==> config.mk <==
export PLATFORM = sky130hd
export DESIGN_NAME = serial_add_ctrl
export DESIGN_NICKNAME = d
export VERILOG_FILES = /design/src/rtl/serial_add_ctrl.sv
export SDC_FILE = /design/constraint.sdc
export NUM_CORES = 1
export LEC_CHECK = 0
export BUFFER_PORTS_ARGS = -buffer_cell sky130_fd_sc_hd__buf_2
export CAP_MARGIN = 20
export CORE_ASPECT_RATIO = 0.5
export CORE_MARGIN = 2
export CORE_UTILIZATION = 40
export CTS_CLUSTER_DIAMETER = 40
export DETAILED_ROUTE_END_ITERATION = 10
export GPL_TIMING_DRIVEN = 0
export PLACE_DENSITY = 0.58
export SLEW_MARGIN = 20
export SYNTH_ARGS = -nofsm -noshare
export SYNTH_HDL_FRONTEND = slang
export SYNTH_SLANG_ARGS = --single-unit
export TNS_END_PERCENT = 5
==> constraint.sdc <==
create_clock -name clk -period 2 [get_ports clk]
set_clock_uncertainty 0.05 [all_clocks]
set_input_delay 0.2 -clock clk [delete_from_list [all_inputs] [get_ports clk]]
set_output_delay 0.2 -clock clk [all_outputs]
set_load 0.005 [all_outputs]
==> src/rtl/serial_add_ctrl.sv <==
// Bit-serial adder: one full-adder cell adds a WIDTH-bit operand pair LSB first,
// one bit per clock, under a start/ready/busy/done handshake.

module fulladd (
  input  logic a,
  input  logic b,
  input  logic cin,
  output logic s,
  output logic cout
);
  assign s    = a ^ b ^ cin;
  assign cout = (a & b) | (cin & (a ^ b));
endmodule

module serial_add_ctrl #(
  parameter int WIDTH = 8
) (
  input  logic             clk,
  input  logic             rst,
  input  logic             start,
  input  logic [WIDTH-1:0] A,
  input  logic [WIDTH-1:0] B,
  input  logic             Cin,
  output logic             ready,
  output logic             busy,
  output logic             done,
  output logic [WIDTH-1:0] S,
  output logic             Cout
);
  localparam int CW = $clog2(WIDTH) + 1;

  typedef enum logic [1:0] {IDLE, RUN, DONE} state_t;

  state_t           state, state_nxt;
  logic [WIDTH-1:0] a_sh, b_sh, sum_sh;
  logic             carry;
  logic [CW-1:0]    cnt;
  logic             fa_s, fa_cout;
  logic             accept, last_bit;

  fulladd u_fa (
    .a    (a_sh[0]),
    .b    (b_sh[0]),
    .cin  (carry),
    .s    (fa_s),
    .cout (fa_cout)
  );

  assign accept   = (state == IDLE) && start;
  assign last_bit = (state == RUN) && (cnt == CW'(WIDTH - 1));

  // NOTE: state registers use non-blocking (<=) so every flop samples pre-edge values.
  always_ff @(posedge clk or posedge rst) begin
    if (rst) state <= IDLE;
    else     state <= state_nxt;
  end

  // NOTE: every output of this block is given a default first so no latch is inferred.
  always_comb begin
    state_nxt = state;
    ready     = 1'b0;
    busy      = 1'b0;
    done      = 1'b0;
    unique case (state)
      IDLE: begin
        ready = 1'b1;
        if (start) state_nxt = RUN;
      end
      RUN: begin
        busy = 1'b1;
        if (last_bit) state_nxt = DONE;
      end
      DONE: begin
        done      = 1'b1;
        state_nxt = IDLE;
      end
      default: state_nxt = IDLE;
    endcase
  end

  // NOTE: the shift registers are few flops, not a RAM, so they take the reset too.
  always_ff @(posedge clk or posedge rst) begin
    if (rst) begin
      a_sh   <= '0;
      b_sh   <= '0;
      sum_sh <= '0;
      carry  <= 1'b0;
      cnt    <= '0;
    end else if (accept) begin
      a_sh   <= A;
      b_sh   <= B;
      sum_sh <= '0;
      carry  <= Cin;
      cnt    <= '0;
    end else if (state == RUN) begin
      a_sh   <= a_sh >> 1;
      b_sh   <= b_sh >> 1;
      sum_sh <= {fa_s, sum_sh[WIDTH-1:1]};
      carry  <= fa_cout;
      cnt    <= cnt + CW'(1);
    end
  end

  // Result registers only move on the final bit, so they hold through the next RUN.
  always_ff @(posedge clk or posedge rst) begin
    if (rst) begin
      S    <= '0;
      Cout <= 1'b0;
    end else if (last_bit) begin
      S    <= {fa_s, sum_sh[WIDTH-1:1]};
      Cout <= fa_cout;
    end
  end
endmodule

==> results.yml <==
clock_network:
  clkTransAtPathRegs_ns: 0.07
  cts.sinks: 39
  cts_buffers: 5
  cts_buffer_depth: 2
  cts-root-buf: "clkbuf_8"
  cts.htree.levels: 2
  cts-resized-gates: 0
  cts_tree: "done"
  cts_setup_buffers: 0
  insertion_delay_ns: 0.29
grt:
  antenna_found_initial: 0
  grt_pass1_wl_um: 5540
  grt_max_degree: 29
  grt_overflow: 0
  grt.total_usage: 0.1581
  grt_pass1_vias: 1208
worst_setup_path:
  path_class: "register to output port"
  regToRegSetupSlack_ns: 0.28
  cp_slowest_cell: "dfrtp_1"
  reg2reg_to: "S[3]$_DFFE_PP0P_"
  cp.required_ns: 1.75
  slowest_delay_ns: 0.40
  r2r_start: "state[1]$_DFFE_PP0P_"
  crit_path_start_kind: "register"
  timing.critical_path.mode_cell: "buf_2"
  end_kind: "output port"
  cp_max_fo: 10
  worstRegToRegCells: 4
  crit_chain: "nand2b_1 -> buf_6 -> clkinv_1 -> buf_2 -> buf_2"
  worstPathArrival_ns: 1.56
route:
  drc: 0
  wirelength_um: 3169
  vias_per_cell: 4.923
  drt_iter0_markers: 56
  avgRoutedWirePerCell_um: 12.83
  vias: 1216
  antenna_left: 0
  drt_first_pass_iters: 4
hold_path:
  holdPathStages: 3
  min_to: "a_sh[7]$_DFFE_PP0P_"
  hp-start: "A[7]"
  hp-class: "primary input to register"
synthesis:
  seq_area_frac_synth: 0.6005
  syn_nets: 174
  synth-seq-cells: 39
  synth_mux_area_frac: 0.06851
  synth_top_family_by_area: "simple AND/OR/NAND/NOR gates"
  synth-main-ff-cell: "dfrtp_1"
  synth_warnings: 0
  avgSynthCellArea_um2: 10.69
  synth-async-reset-ratio: 1.000
  ys_types: 22
  syn_inst: 152
  synth_xor_xnor_area_share: 0
  synthAdderAreaFrac: 0.02002
  synth_area_um2: 1625
  synth_compound_area_frac: 0.1201
  synth-edff-count: 0
  synth_simple_gate_area_share: 0.1609
sta:
  fmax_ghz: 0.5517
  period_needed_ns: 1.813
  tightest_slew_ns: 0.6515
  tns_ns: 0
  finalSetupViolCount: 0
  maxSlewViolCount: 0
  slew_headroom: 0.5648
  setup_slack_ns: 0.1875
  hold_ws_ns: 0.07108
  post-route-period-util: 0.9063
  hold_viol_final: 0
  rsz0062_at_grt: "false"
floorplanning:
  core_area_um2: 3904
  die_w_um: 94.15
  die_h_um: 49.08
  fp-row-count: 16
  ios: 32
  initial_core_util: 0.4163
  dieArea_um2: 4620
final_layout:
  area_growth_pct: 22.79
  drive_gt1_frac: 0.2850
  num-fill-cells: 370
  diodes: 0
  nets: 214
  stdcell_count: 247
pwr:
  power_density_nw_per_um2: 1482
  leakage_nw: 1.001
  vdd_drop_max_v: 0.0004335
placed_design:
  place_hpwl_um: 2175
  place_worst_setup_slack_ns: 0.2693
  port_buffers: 31
  gp_congestion: 0.7649
  dp.cells: 238
job:
  max_cap_violations: 0
status:
  status: "completed"
timing repair:
action,in CTS,in global routing
hold endpoints to repair,11,0
hold buffers,1,0
setup endpoints to repair,0,0
critical path: cells and delay by family (launching register included):
| family | cells | cell delay [ns] |
|---|---|---|
| buffers and inverters | 4 | 0.74 |
| DFF | 1 | 0.40 |
| and+or+nand+nor | 1 | 0.14 |
cell families (layout without fill, tap and decap cells):
group,count (synthesis),count (layout)
compound gates,30,30
fa+ha+maj,2,2
buf+inv,10,51
flops,39,39
mux,10,10
simple gates,61,61
where the power goes:
group | internal [mW] | total [mW] | switching [mW]
Combinational | 0.436 | 0.946 | 0.510
Clock | 0.404 | 0.676 | 0.272
Sequential | 1.13 | 1.34 | 0.208
Yosys cell counts, types with 2 or more instances:
library cell,number,share of area
a22oi_1,15,0.069
buf_2,3,0.0092
clkbuf_1,3,0.0069
dfrtp_1,39,0.60
mux2_2,9,0.062
nand2_1,52,0.12
nand2b_1,3,0.012
nor3b_1,2,0.0092
o21ai_0,12,0.037
o21bai_1,2,0.0092
state kept, by name, indices dropped and copies added, names as in the netlist:
signal	flops
S	8
a_sh	8
b_sh	8
sum_sh	7
cnt	4
state	2
Cout	1
carry	1
layout make-up:
cell class,count,area [µm²],share of cell area
repair buffers,33,185.2,0.09279
clock inverters,2,35.03,0.01755
clock buffers,6,82.58,0.04138
inverters,2,7.507,0.003762
well taps,54,67.56,0.03386
multi-input cells,103,600.6,0.3009
plain buffers,8,41.29,0.02069
flip-flops and latches,39,975.9,0.4890
through the flow:
| step | total power, mW | area (µm²) | util |
|---|---|---|---|
| floorplan | 1.983 | 1625 | - |
| global placement | 2.264 | 1848 | 0.4734 |
| detailed placement | 2.310 | 1868 | 0.4785 |
| CTS | 3.001 | 1996 | 0.5112 |
| global route | 3.227 | 1996 | 0.5112 |
| finish | 2.957 | 1996 | 0.5112 |
layout by cell type (no fill, tap or decap), types with 2 or more instances in the layout:
| cell type | netlist | layout |
|---|---|---|
| buf_2 | 3 | 34 |
| a22oi_1 | 15 | 15 |
| nand2_1 | 52 | 52 |
| mux2_2 | 9 | 9 |
| o21bai_1 | 2 | 2 |
| clkbuf_1 | 3 | 3 |
| nand2b_1 | 3 | 3 |
| nor3b_1 | 2 | 2 |
| o21ai_0 | 12 | 12 |
| clkbuf_8 | 0 | 6 |
| dfrtp_1 | 39 | 39 |
per-layer routing:
| metal | track usage | vias up | share of wire |
|---|---|---|---|
| met1 | 0.2143 | 584 | 0.51 |
| met5 | 0 | - | 0 |
| met3 | 0.04637 | 7 | 0.040 |
| met2 | 0.2500 | 32 | 0.44 |
| li1 | - | 593 | - |
| met4 | 0.04348 | 0 | 0.011 |
worst max path at each step:
stage                             endpoint  cells after the start  slack [ns]            startpoint
final                                 busy                      5        0.19  state[1]$_DFFE_PP0P_
after floorplan           Cout$_DFFE_PP0P_                      4        0.46  state[1]$_DFFE_PP0P_
after global routing                  busy                      5        0.07  state[1]$_DFFE_PP0P_
after global placement    S[7]$_DFFE_PP0P_                      4        0.28  state[1]$_DFFE_PP0P_
after detailed placement  S[3]$_DFFE_PP0P_                      4        0.27  state[1]$_DFFE_PP0P_
after CTS                             busy                      5        0.15  state[1]$_DFFE_PP0P_
No activity file was read; power rests on OpenSTA's default activity.
